File: config.mk
export PLATFORM = sky130hd
export DESIGN_NAME = tile_scheduler
export DESIGN_NICKNAME = d
export VERILOG_FILES = /design/src/rtl/cnn_pkg.sv /design/src/rtl/tile_loop_cnt.sv /design/src/rtl/tile_scheduler.sv
export SDC_FILE = /design/constraint.sdc
export NUM_CORES = 1
export LEC_CHECK = 0
export CAP_MARGIN = 20
export CORE_ASPECT_RATIO = 0.8
export CORE_MARGIN = 1
export CORE_UTILIZATION = 49
export DETAILED_ROUTE_END_ITERATION = 16
export PLACE_DENSITY = 0.81
export SYNTH_ARGS = -nofsm -noshare
export SYNTH_HDL_FRONTEND = slang
export SYNTH_SLANG_ARGS = --single-unit
File: constraint.sdc
create_clock -name clk -period 2.95 [get_ports clk]
set_input_delay 0.295 -clock clk [delete_from_list [all_inputs] [get_ports clk]]
set_output_delay 0.295 -clock clk [all_outputs]
set_load 0.02 [all_outputs]
File: src/rtl/cnn_pkg.sv
// Shared scheduler types and default sizing for the conv tile pipeline.
package cnn_pkg;
   localparam int CNT_W_DEF   = 8;
   localparam int MAX_OUT_DEF = 2;

   typedef enum logic [1:0] {
      ST_IDLE  = 2'd0,
      ST_ISSUE = 2'd1,
      ST_DRAIN = 2'd2
   } sched_state_t;
endpackage

File: src/rtl/tile_loop_cnt.sv
// Two-level tile walker: ifmap index inner, weight index outer.
// Flags are registered from the next-index values so they track the indices exactly.
module tile_loop_cnt
   import cnn_pkg::*;
#(
   parameter int CNT_W = CNT_W_DEF
) (
   input  logic             clk,
   input  logic             rst,
   input  logic             load,
   input  logic             step,
   input  logic [CNT_W-1:0] num_wt,
   input  logic [CNT_W-1:0] num_if,
   output logic [CNT_W-1:0] wt_idx,
   output logic [CNT_W-1:0] if_idx,
   output logic             load_w,
   output logic             first,
   output logic             last
);
   logic [CNT_W-1:0] num_wt_q, num_if_q;
   logic [CNT_W-1:0] lim_wt, lim_if;
   logic [CNT_W-1:0] nxt_wt, nxt_if;

   // On load the limits come straight from the incoming counts.
   always_comb begin
      lim_wt = num_wt_q - CNT_W'(1);
      lim_if = num_if_q - CNT_W'(1);
      nxt_wt = wt_idx;
      nxt_if = if_idx;
      if (load) begin
         lim_wt = num_wt - CNT_W'(1);
         lim_if = num_if - CNT_W'(1);
         nxt_wt = '0;
         nxt_if = '0;
      end else if (step) begin
         if (if_idx == lim_if) begin
            nxt_if = '0;
            nxt_wt = wt_idx + CNT_W'(1);
         end else begin
            nxt_if = if_idx + CNT_W'(1);
         end
      end
   end

   always_ff @(posedge clk) begin
      if (rst) begin
         num_wt_q <= '0;
         num_if_q <= '0;
         wt_idx   <= '0;
         if_idx   <= '0;
         load_w   <= 1'b0;
         first    <= 1'b0;
         last     <= 1'b0;
      end else begin
         if (load) begin
            num_wt_q <= num_wt;
            num_if_q <= num_if;
         end
         wt_idx <= nxt_wt;
         if_idx <= nxt_if;
         load_w <= (nxt_if == '0);
         first  <= (nxt_wt == '0) && (nxt_if == '0);
         last   <= (nxt_wt == lim_wt) && (nxt_if == lim_if);
      end
   end
endmodule

File: src/rtl/tile_scheduler.sv
// Layer tile scheduler: walks weight/ifmap tiles and issues jobs to the conv
// controller, keeping at most MAX_OUT jobs in flight.
module tile_scheduler
   import cnn_pkg::*;
#(
   parameter int CNT_W   = CNT_W_DEF,
   parameter int MAX_OUT = MAX_OUT_DEF
) (
   input  logic             clk,
   input  logic             rst,
   input  logic             cfg_valid,
   output logic             cfg_ready,
   input  logic [CNT_W-1:0] cfg_num_wt,
   input  logic [CNT_W-1:0] cfg_num_if,
   output logic             job_valid,
   input  logic             job_ready,
   output logic [CNT_W-1:0] job_wt_idx,
   output logic [CNT_W-1:0] job_if_idx,
   output logic             job_load_w,
   output logic             job_first,
   output logic             job_last,
   input  logic             job_done,
   output logic             busy,
   output logic             layer_done,
   output logic             err,
   output logic [1:0]       state_dbg
);
   localparam int OUT_W = $clog2(MAX_OUT + 1);

   // Handshake: a job transfers on any cycle with job_valid && job_ready; job
   // outputs are registers and only change after a transfer.
   sched_state_t     state;
   logic [OUT_W-1:0] outstanding, out_nxt;
   logic             xfer, done_err, cfg_take, cfg_empty;

   assign xfer      = job_valid & job_ready;
   assign cfg_take  = (state == ST_IDLE) & cfg_valid;
   assign cfg_empty = (cfg_num_wt == '0) | (cfg_num_if == '0);
   assign done_err  = job_done & ~xfer & (outstanding == '0);
   assign state_dbg = state;

   always_comb begin
      out_nxt = outstanding;
      if (xfer && !job_done)
         out_nxt = outstanding + OUT_W'(1);
      else if (!xfer && job_done && outstanding != '0)
         out_nxt = outstanding - OUT_W'(1);
   end

   tile_loop_cnt #(.CNT_W(CNT_W)) u_loop (
      .clk    (clk),
      .rst    (rst),
      .load   (cfg_take & ~cfg_empty),
      .step   (xfer),
      .num_wt (cfg_num_wt),
      .num_if (cfg_num_if),
      .wt_idx (job_wt_idx),
      .if_idx (job_if_idx),
      .load_w (job_load_w),
      .first  (job_first),
      .last   (job_last)
   );

   always_ff @(posedge clk) begin
      if (rst) begin
         state       <= ST_IDLE;
         outstanding <= '0;
         job_valid   <= 1'b0;
         layer_done  <= 1'b0;
         err         <= 1'b0;
         busy        <= 1'b0;
         cfg_ready   <= 1'b1;
      end else begin
         layer_done  <= 1'b0;
         outstanding <= out_nxt;
         if (done_err)
            err <= 1'b1;
         case (state)
            ST_IDLE: begin
               if (cfg_take) begin
                  if (cfg_empty) begin
                     layer_done <= 1'b1;
                  end else begin
                     state     <= ST_ISSUE;
                     job_valid <= (out_nxt < OUT_W'(MAX_OUT));
                     busy      <= 1'b1;
                     cfg_ready <= 1'b0;
                  end
               end
            end
            ST_ISSUE: begin
               if (xfer && job_last) begin
                  state     <= ST_DRAIN;
                  job_valid <= 1'b0;
               end else begin
                  job_valid <= (out_nxt < OUT_W'(MAX_OUT));
               end
            end
            ST_DRAIN: begin
               if (out_nxt == '0) begin
                  state      <= ST_IDLE;
                  layer_done <= 1'b1;
                  busy       <= 1'b0;
                  cfg_ready  <= 1'b1;
               end
            end
            default: begin
               state     <= ST_IDLE;
               job_valid <= 1'b0;
               busy      <= 1'b0;
               cfg_ready <= 1'b1;
            end
         endcase
      end
   end
endmodule
* Word-level counts from Yosys, hierarchy flattened
Cells that the tools add are included.
** Storage, ports and cells
- Logic and storage cells :: 92
- Output and inout bits :: 26
- Register bits after elaboration :: 44
- Input port bits :: 21
** Operators by class
- Equal/unequal tests :: 9
- $lt $le $gt $ge :: 1
- Muxes and demuxes :: 31
- Reductions and logical operators :: 19
- $add $sub $neg :: 8
- Bitwise operators :: 10
** Operators with widths (count)
- $mux 8 :: 8
- $logic_not 8->1 :: 4
- $sub 8x1->8 const B :: 4
- $eq 8x8->1 :: 3
- $add 8x1->8 const B :: 2
- $mux 1 :: 12
- $mux 2 :: 6
- $pmux 1 s3 :: 3
- $ne 2x2->1 const B :: 4
- $reduce_and 4->1 :: 2
- $logic_and 1x1->1 :: 6
- $logic_not 2->1 :: 3
- $pmux 2 s3 :: 1
- $and 1x1->1 :: 5
- $not 1->1 :: 4
- $reduce_and 3->1 :: 1
- $add 2x1->2 const B :: 1
- $eq 2x1->1 const B :: 1
- $eq 2x2->1 const B :: 1
- $logic_not 1->1 :: 2
- $lt 2x2->1 const B :: 1
- $pmux 1 s2 :: 1
- $reduce_bool 2->1 :: 1
- $sub 2x1->2 const B :: 1
- $or 1x1->1 :: 1

* Depth between registers and ports, before layout
Gate-level depths: netlist of run 1.
- Depth in word-level cells :: 10
- Mapped depth :: 15

* Hierarchy
A second synthesis of run 1 with hierarchy kept.
** Unflattened totals
- Cells, all modules :: 405
- Area total of the unflattened synthesis :: 3189.3 µm²
** By module, submodules not included
- tile_loop_cnt :: area an instance 2703.8 µm², times used 1, cells each 344, seq. area each 700.7 µm²
- tile_scheduler :: area an instance 485.5 µm², times used 1, cells each 61, seq. area each 180.2 µm²

* Worst setup path before layout of run 1
OpenSTA, ideal clock, no wires.
- Path kind :: in2reg
- From :: in cfg_num_if[0]
- To :: reg u_loop.last
- Data required time :: 2.862 ns
- Arrival :: 2.939 ns
- Path buffers :: 2
- Library setup time :: 0.088 ns
- Setup slack :: -0.077 ns
- Cell stages on the path :: 15
- Path through :: inv_1 -> ha_1 -> and3_1 -> nor4b_1 -> buf_4 -> buf_6 -> mux2i_1 -> ha_1 -> xor2_1 -> nor4_1 -> nand4_1 -> o21ai_0 -> o41ai_1 -> nand4b_1 -> nor4_2
** On the way
- Word-level cells in the longest chain between the ends :: 7
** Ends and longest elaborated chain
- start: declaration :: RTL line tile_scheduler.sv:14 : input logic [CNT_W-1:0] cfg_num_if,
- parallel branches: the longest is 6 deep, another holds $sub 8x1->8
- $logic_and 1x1->1 * :: RTL line tile_loop_cnt.sv:63 : last <= (nxt_wt == lim_wt) && (nxt_if == lim_if);
- end signal: assignment :: RTL line tile_loop_cnt.sv:63
- end: declaration :: RTL line tile_loop_cnt.sv:18 : output logic last
Mark *: on every way between the ends.
A chain may end at the register's enable or synchronous reset.

* Worst setup path in the final report of run 1
- From :: in cfg_num_wt[2]
- To :: reg u_loop.last
** On the way
- Word-level cells in the longest chain between the ends :: 7
** Ends and longest elaborated chain
- start: declaration :: RTL line tile_scheduler.sv:13 : input logic [CNT_W-1:0] cfg_num_wt,
- parallel branches: the longest is 6 deep, another holds $sub 8x1->8
- $logic_and 1x1->1 * :: RTL line tile_loop_cnt.sv:63
Marked as above.

==> impl_metrics.tcl, run 1 <==
set metrics [dict create \
    status "complete, no violations" \
    first_pass_iters 5 \
    die_w_um 87.8 \
    setup_viol 0 \
    io_buffers 46 \
    cts_buffer_depth 2 \
    areaGrowthSynthToFinish_pct 44.5 \
    coreArea_um2 5560 \
    dieArea_um2 6200 \
    place.detailed.hpwl_mm 6.02 \
    cts_root_buffer "clkbuf_8" \
    post_drt_wl_per_cell_um 16.5 \
    startpoint_type "input pin" \
    routed_via_density 5.79 \
    first_iter_violations 227 \
    gp_congestion 0.884 \
    synth.area.mux_share_pct 2.08 \
    relSlewSlack_pct 67.1 \
    hold_viol_final 0 \
    utilization_pct 75.1 \
    fin_crit_ns 2.87 \
    overflow 0 \
    peakVddDrop_mv 0.408 \
    post_synth_num_cell_types 61 \
    syn-cell-area_um2 2890 \
    fin_skew_ns 0.0108 \
    cts_tree "built" \
    syn_inst 344 \
    synth_compound_area_share_pct 15.8 \
    grt_setup_unrepaired "true" \
    power_density_nw_per_um2 406 \
    cp_max_fo 3 \
    yosysTopAreaCell "dfxtp_1" \
    vias 3049 \
    cp_data_arrival_time_ns 3.10 \
    worstMarginPinSlew_ns 0.491 \
    cp_common_cell "nor4_2" \
    num_rows 24 \
    synth_edf_count 0 \
    postSynthAreaPerCell_um2 8.39 \
    leakage_uw 0.00176 \
    antenna_found_initial 0 \
    ios 47 \
    fmaxAchievable_mhz 348 \
    crit_path_top_delay_cell "or4_4" \
    synthFlopType "dfxtp_1" \
    die_y_um 70.6 \
    worst_path_largest_cell_delay_ns 0.56 \
    drv_cap 0 \
    first_global_vias 2838 \
    crit_required_ns 3.18 \
    fin_crit_sh_pct 97.3 \
    synth_xor_area_share_pct 17.0 \
    dp_slack_ns -0.507 \
    nNetsFinal 475 \
    grt_start_max_net_pins 25 \
    clk_pin_slew_ns 0.09 \
    final_layout_size_suffix_gt1_share_pct 25.8 \
    htree_levels 2 \
    yosys.area_share.simple_pct 27.3 \
    crit_type "input pin to register" \
    regToRegSetupSlack_ns 0.09 \
    antenna_cells 0 \
    synthArstFlopShare_pct 0 \
    drcViolationCount 0 \
    fin_tns_setup_ns 0 \
    syn_nets 371 \
    grt_pass1_wl_mm 13.4 \
    ys_seq_area_share_pct 30.5 \
    synth_common_cells "dfxtp_1 (44), nand2_1 (44), nor2_1 (36)" \
    ctsHoldBuffers 0 \
    path_cells "dlymetal6s2s_1 -> or4_4 -> nor2_4 -> nor4b_4 -> mux2i_2 -> ha_2 -> buf_4 -> xor2_2 -> xnor3_1 -> nor4_2 -> o2111ai_2 -> nor4_2" \
    drtAntennaViolNets 0 \
    maxSlewViolCount 0 \
    setup_slack_ns 0.0789 \
    yosysWarnings 0 \
    hold_class "input pin to register" \
    synth.area.top_cells "dfxtp_1 (31%), xnor2_1 (5.8%), nand2_1 (5.7%), xor2_1 (5.5%), nor2_1 (4.7%)" \
    synth_top_family_by_area "simple AND/OR/NAND/NOR gates" \
    cts.sinks 44 \
    dpl_cell_area_um2 3740 \
    yosys_register_bits 44 \
    cts_made_buffers 5 \
    clk_latency_ns 0.31 \
    start_util_pct 51.9 \
    track_usage_pct 27.6 \
    finish.instance_area_um2 4170 \
    synth-adder-area-share_pct 2.60 \
    cp-end-kind "register" \
    synth_top_area_share_pct 30.5 \
    drt-total-wl_mm 8.67 \
]
-- metal layers --
layer / GRT usage (%) / part of all wire, % / up-vias / routed length, um
li1: - / - / 1442 / -
met4: 8.20 / 2.2 / 0 / 193
met1: 37.6 / 44 / 1435 / 3850
met3: 4.67 / 7.5 / 24 / 649
met2: 44.8 / 46 / 148 / 3980
met5: 0 / 0 / - / 0
-- power breakdown --
group	internal (uW)	total (uW)	switching [uW]
Clock	252	470	218
Sequential	626	661	34.2
Combinational	279	563	284
-- sequential cells by signal, indices dropped and copies added (netlist names) --
register and flops:
u_loop.last 1, u_loop.num_if_q 8, busy 1, job_valid 1, u_loop.wt_idx 8, outstanding 2, u_loop.if_idx 8, state_dbg 2
layer_done 1, cfg_ready 1, u_loop.first 1, err 1, u_loop.num_wt_q 8, u_loop.load_w 1
-- area by class of cell --
class,count,area (um^2)
Clock buffer,6,72.6
Clock inverter,2,35.0
Fill cell,397,1390
Inverter,9,33.8
Multi-Input combinational cell,274,2020
Sequential cell,44,890
Tap cell,78,97.6
Timing Repair Buffer,114,1020
-- cells by family (layout without fill, tap and decap cells) --
group,count (synthesis),count (layout)
flip-flops,44,44
XOR/XNOR,44,44
AO/OA/AOI/OAI,68,68
adder cells (fa/ha/maj),6,6
multiplexers,6,6
buffers and inverters,26,131
AND/OR/NAND/NOR,150,150
-- what timing repair did --
item / CTS / global route
pin swaps: 10 / 17
setup endpoints to repair: 1 / 1
buffers inserted: 11 / 6
resized for setup: 11 / 46
-- final timing paths --
check                                   startpoint                  to  cells past startpoint
worst min-delay path                 cfg_num_wt[7]  u_loop.num_wt_q[7]                      4
worst min register to register  u_loop.num_wt_q[7]  u_loop.num_wt_q[7]                      2
worst max register to register        state_dbg[0]         u_loop.last                      9
worst max-delay path                 cfg_num_wt[2]         u_loop.last                     12
-- through the flow --
| step | hold slack [ns] | total power, uW | instances |
|---|---|---|---|
| 2_1_floorplan | 0.431 | 974 | 344 |
| 3_3_place_gp | 0.460 | 1140 | 502 |
| 3_5_place_dp | 0.471 | 1160 | 502 |
| 4_1_cts | 0.494 | 1650 | 521 |
| 5_1_grt | 0.417 | 1760 | 527 |
| 6_report | 0.406 | 1690 | 527 |
-- critical path: cells and delay by family --
kind	cells	cell delay [ns]
AOI/OAI and AO/OA	1	0.15
xor gates and xnor gates	2	0.54
adders and majority gates	1	0.23
buffers and inverters	2	0.27
muxes	1	0.25
and+or+nand+nor	5	1.36
-- placed cells by master, fill, tap and decap left out, drive strengths merged, types with 8 or more instances in the layout --
| master | n |
|---|---|
| o21ai | 8 |
| inv | 9 |
| nand2 | 44 |
| nor2 | 36 |
| a21oi | 24 |
| dfxtp | 44 |
| clkdlybuf4s50 | 29 |
| buf | 68 |
| nor3 | 17 |
| xor2 | 18 |
| xnor2 | 20 |
| dlymetal6s2s | 16 |
| nor4 | 8 |
Note: power is estimated with default switching activity, not from simulation.
==> run 2, diff against run 1 <==
--- a/config.mk
+++ b/config.mk
@@ -6,11 +6,13 @@
 export NUM_CORES = 1
 export LEC_CHECK = 0
 export CAP_MARGIN = 20
+export CELL_PAD_IN_SITES_DETAIL_PLACEMENT = 1
+export CELL_PAD_IN_SITES_GLOBAL_PLACEMENT = 1
 export CORE_ASPECT_RATIO = 0.8
 export CORE_MARGIN = 1
-export CORE_UTILIZATION = 49
+export CORE_UTILIZATION = 36
 export DETAILED_ROUTE_END_ITERATION = 16
-export PLACE_DENSITY = 0.81
+export PLACE_DENSITY = 0.8
 export SYNTH_ARGS = -nofsm -noshare
 export SYNTH_HDL_FRONTEND = slang
 export SYNTH_SLANG_ARGS = --single-unit
==> impl_metrics.tcl, run 2 (synthesis results as in run 1) <==
set metrics [dict create \
    status "complete, no violations" \
    crit_type "input pin to register" \
    cp_data_arrival_time_ns 3.09 \
    die_y_um 82.1 \
    drt-total-wl_mm 9.58 \
    worstMarginPinSlew_ns 0.470 \
    leakage_uw 0.00173 \
    startpoint_type "input pin" \
    cp-end-kind "register" \
    start_util_pct 38.1 \
    hold_viol_final 0 \
    coreArea_um2 7570 \
    fin_tns_setup_ns 0 \
    antenna_found_initial 0 \
    ios 47 \
    gp_congestion 0.885 \
    final_layout_size_suffix_gt1_share_pct 24.5 \
    drcViolationCount 0 \
    fin_skew_ns 0.00671 \
    cp_max_fo 3 \
    drtAntennaViolNets 0 \
    cts_made_buffers 5 \
    nNetsFinal 471 \
    peakVddDrop_mv 0.193 \
    first_iter_violations 87 \
    seqCellArea_um2 886 \
    place.detailed.hpwl_mm 7.24 \
    final_common_cell "buf_4" \
    overflow 0 \
    die_w_um 102 \
    io_buffers 46 \
    first_global_vias 2974 \
    track_usage_pct 23.4 \
    cts_tree "built" \
    post_drt_wl_per_cell_um 17.4 \
    p_comb_share_pct 34.1 \
    grt_pass1_wl_mm 15.1 \
    power_density_nw_per_um2 392 \
    clkPwrFrac_pct 25.4 \
    vias 2965 \
    fmaxAchievable_mhz 348 \
    n_fill_cell 913 \
    final_cell_mix "buf_4 (63), nand2_1 (44), dfxtp_1 (42)" \
    relSlewSlack_pct 68.4 \
    maxSlewViolCount 0 \
    worst_hold_slack_ns 0.399 \
    fin_crit_sh_pct 97.3 \
    antenna_cells 0 \
    multi_input_area_um2 2010 \
    grt_start_max_net_pins 32 \
    hold_class "input pin to register" \
    internal_power_uw 1090 \
    cts_root_buffer "clkbuf_8" \
    htree_levels 2 \
    switching_share_pct 33.1 \
    clk_latency_ns 0.30 \
    num_rows 28 \
    first_pass_iters 4 \
    areaGrowthSynthToFinish_pct 43.6 \
    routed_via_density 5.39 \
    cts.sinks 44 \
    dpl_cell_area_um2 3800 \
    drv_cap 0 \
    cts_buffer_depth 2 \
    dieArea_um2 8380 \
    setup_viol 0 \
    crit_required_ns 3.16 \
    switching_power_uw 537 \
    clk_pin_slew_ns 0.09 \
    fin_crit_ns 2.87 \
    p_seq_share_pct 40.5 \
    finish.instance_area_um2 4140 \
]
run 2: cell types whose count changed in the layout (fill, tap and decap cells not counted), moves of 2 or more:
cell     previous run  this run
buf_4              65        63
buf_6               3         0
dfxtp_1            39        42
dfxtp_2             4         1
inv_1               9         7
inv_2               0         2
mux2i_1             4         6
mux2i_2             2         0
run 2: power groups by stage:
stage,combinational (uW),sequential [uW],clock (uW)
6_report,553,658,413
5_1_grt,601,662,441
4_1_cts,532,657,420
3_5_place_dp,500,669,0
3_3_place_gp,484,667,0
2_1_floorplan,296,678,0
run 2: layout make-up:
| class | count | area share, % |
|---|---|---|
| multi-input cells | 274 | 48.6 |
| repair buffers | 110 | 23.8 |
| flip-flops and latches | 44 | 21.4 |
| well taps | 105 | 3.17 |
| clock buffers | 6 | 1.99 |
| inverters | 9 | 0.815 |
| clock inverters | 2 | 0.242 |
run 2: repair_timing:
item,4_1_cts,5_1_grt
pin swaps,9,15
setup buffers,8,5
endpoints found under the setup margin,1,2
hold buffers,0,0
resized for setup,16,33
run 2: path summary, 6_finish.rpt:
| path | end | slack, ns | startpoint | cells past startpoint |
|---|---|---|---|---|
| min | u_loop.num_wt_q[7] | 0.40 | cfg_num_wt[7] | 4 |
| max reg2reg | u_loop.last | 0.16 | u_loop.num_if_q[2] | 10 |
| min reg2reg | u_loop.num_wt_q[7] | 0.48 | u_loop.num_wt_q[7] | 2 |
| max | u_loop.last | 0.08 | cfg_num_if[1] | 14 |
run 2: per-stage QoR:
stage / util [%] / setup slack (ns) / cells / total power (uW)
finish: 54.7 / 0.0786 / 550 / 1620
global route: 54.7 / -0.0679 / 550 / 1700
CTS: 52.9 / 0.00733 / 546 / 1610
detailed placement: 50.2 / -0.572 / 530 / 1170
global placement: 50.2 / -0.347 / 530 / 1150
floorplan: - / 0.0384 / 344 / 974
run 2: critical path, stage by stage:
cell and delay, ns:
dlygate4sd2_1 0.23, inv_2 0.05, ha_4 0.16, and3_4 0.19
nor4b_4 0.36, mux2i_1 0.32, ha_2 0.27, xor2_2 0.08
nor4_2 0.25, nand4_1 0.16, o21ai_1 0.15, o41ai_1 0.08
nand4b_1 0.19, nor4_2 0.28
run 2: layer usage:
metal  vias to the layer above  global-route usage, %  part of all wire (%)
met5                         -                      0                     0
met4                         0                   3.43                  0.41
li1                       1426                      -                     -
met3                         5                   4.17                   4.5
met2                        75                   39.7                    47
met1                      1459                   31.7                    48
==> run 3, diff against run 2 <==
--- a/config.mk
+++ b/config.mk
@@ -8,7 +8,7 @@
 export CAP_MARGIN = 20
 export CELL_PAD_IN_SITES_DETAIL_PLACEMENT = 1
 export CELL_PAD_IN_SITES_GLOBAL_PLACEMENT = 1
-export CORE_ASPECT_RATIO = 0.8
+export CORE_ASPECT_RATIO = 0.7
 export CORE_MARGIN = 1
 export CORE_UTILIZATION = 36
 export DETAILED_ROUTE_END_ITERATION = 16
==> constraint.sdc (replaced) <==
create_clock -name clk -period 2.95 [get_ports clk]
set_input_delay 0.295 -clock clk [delete_from_list [all_inputs] [get_ports clk]]
set_output_delay 0.295 -clock clk [all_outputs]
set_load 0.01 [all_outputs]
==> impl_metrics.tcl, run 3 (synthesis results as in run 1) <==
set metrics [dict create \
    status "complete, no violations" \
    regToRegSetupSlack_ns 0.13 \
    rr_worst_depth 10 \
    clk_latency_ns 0.29 \
    first_global_vias 3057 \
    endpoint "u_loop.last" \
    die_w_um 109 \
    die_y_um 76.9 \
    first_iter_violations 122 \
    cp-end-kind "register" \
    crit_required_ns 3.15 \
    startpoint_type "register" \
    worst_path_largest_cell_delay_ns 0.38 \
    grt_start_max_net_pins 22 \
    cts_root_buffer "clkbuf_16" \
    antenna_cells 0 \
    drv_cap 0 \
    htree_levels 2 \
    place.detailed.hpwl_mm 7.51 \
    leakage_uw 0.00173 \
    cts_tree "built" \
    vias 3020 \
    cts.sinks 44 \
    relSlewSlack_pct 65.7 \
    areaGrowthSynthToFinish_pct 43.8 \
    hp-start "cfg_num_wt[2]" \
    num_rows 26 \
    drt-total-wl_mm 10.2 \
    nNetsFinal 477 \
    final_cell_mix "buf_4 (71), nand2_1 (44), dfxtp_1 (41)" \
    r2r_start "u_loop.num_if_q[2]" \
    fin_crit_ns 2.82 \
    final_common_cell "buf_4" \
    track_usage_pct 24.7 \
    coreArea_um2 7510 \
    fmaxAchievable_mhz 354 \
    hold_viol_final 0 \
    cts_buffer_depth 2 \
    crit_type "register to register" \
    setup_slack_ns 0.126 \
    io_buffers 46 \
    drtAntennaViolNets 0 \
    setup_viol 0 \
    maxSlewViolCount 0 \
    grt_pass1_wl_mm 15.9 \
    routed_via_density 5.51 \
    antenna_found_initial 0 \
    final_layout_size_suffix_gt1_share_pct 24.9 \
    start_util_pct 38.4 \
    cp_max_fo 5 \
    cts_made_buffers 5 \
    path_cells "nor4_4 -> nor4b_4 -> xnor3_2 -> and4b_2 -> buf_4 -> xnor2_4 -> o221ai_1 -> nor4_2 -> o2111ai_1 -> nor4_2" \
    dpl_cell_area_um2 3790 \
    drcViolationCount 0 \
    cp_data_arrival_time_ns 3.02 \
    post_drt_wl_per_cell_um 18.6 \
    first_pass_iters 4 \
    fin_skew_ns 0.00747 \
    rr_endpoint "u_loop.last" \
    overflow 0 \
    startpoint "u_loop.num_if_q[2]" \
    ctsHoldBuffers 0 \
    power_density_nw_per_um2 426 \
    peakVddDrop_mv 0.246 \
    clk_pin_slew_ns 0.06 \
    crit_path_top_delay_cell "dfxtp_2" \
    ios 47 \
    cp_common_cell "nor4_2" \
    gp_congestion 0.889 \
    hold_class "input pin to register" \
    finish.instance_area_um2 4150 \
    dieArea_um2 8380 \
    worstMarginPinSlew_ns 0.511 \
    dp_slack_ns -0.552 \
    fin_crit_sh_pct 95.7 \
]
[run 3: cell types whose count changed in the layout (fill, tap and decap cells not counted), sizes merged]
cell	delta
buf	+7
clkbuf	+3
clkdlybuf4s15	+1
clkinv	-1
dlygate4sd2	-1
dlymetal6s2s	-4
[run 3: through the flow]
stage | power, uW | TNS [ns] | utilization (%) | hold WS [ns] | std cells
final | 1770 | 0 | 55.2 | 0.392 | 548
after global routing | 1850 | -0.0526 | 55.2 | 0.401 | 548
after CTS | 1740 | 0 | 53.7 | 0.472 | 539
after detailed placement | 1170 | -0.727 | 50.5 | 0.463 | 525
after global placement | 1140 | -0.461 | 50.5 | 0.462 | 525
after floorplan | 965 | 0 | - | 0.431 | 344
[run 3: area by class of cell]
type,count,area [um^2]
fill,890,3370
multi-input combinational,274,1980
timing repair buffer,116,991
tap,98,123
clock inverter,1,5.00
inverter,9,33.8
sequential,44,885
clock buffer,6,129
[run 3: timing repair]
item,CTS,global route
pin swaps,13,10
buffers inserted,7,9
setup endpoints to repair,1,1
resized for setup,18,34
[run 3: worst min path at each step]
stage	to	slack (ns)	cells past startpoint
final	u_loop.num_wt_q[2]	0.39	4
after global routing	u_loop.num_wt_q[2]	0.40	4
after CTS	u_loop.num_wt_q[7]	0.47	2
after detailed placement	u_loop.num_wt_q[7]	0.46	2
after global placement	u_loop.num_wt_q[7]	0.46	2
after floorplan	u_loop.num_wt_q[7]	0.43	2
[run 3: report_power, final]
group	internal, uW	leakage, uW	switching, uW
logic	285	0.00130	279
clock network	308	0.0000667	231
registers	628	0.000360	36.8
[run 3: layer usage]
metal	GRT usage, %	wire (um)
met5	0	0
met4	5.68	160
met3	4.42	444
met2	38.2	4620
met1	35.2	4950
[run 3: critical path: cells and delay by family (launching register included)]
family | cells | cell delay (ns)
AND/OR/NAND/NOR | 5 | 1.32
XOR/XNOR | 2 | 0.51
flip-flops | 1 | 0.38
AO/OA/AOI/OAI | 2 | 0.35
buffers and inverters | 1 | 0.17
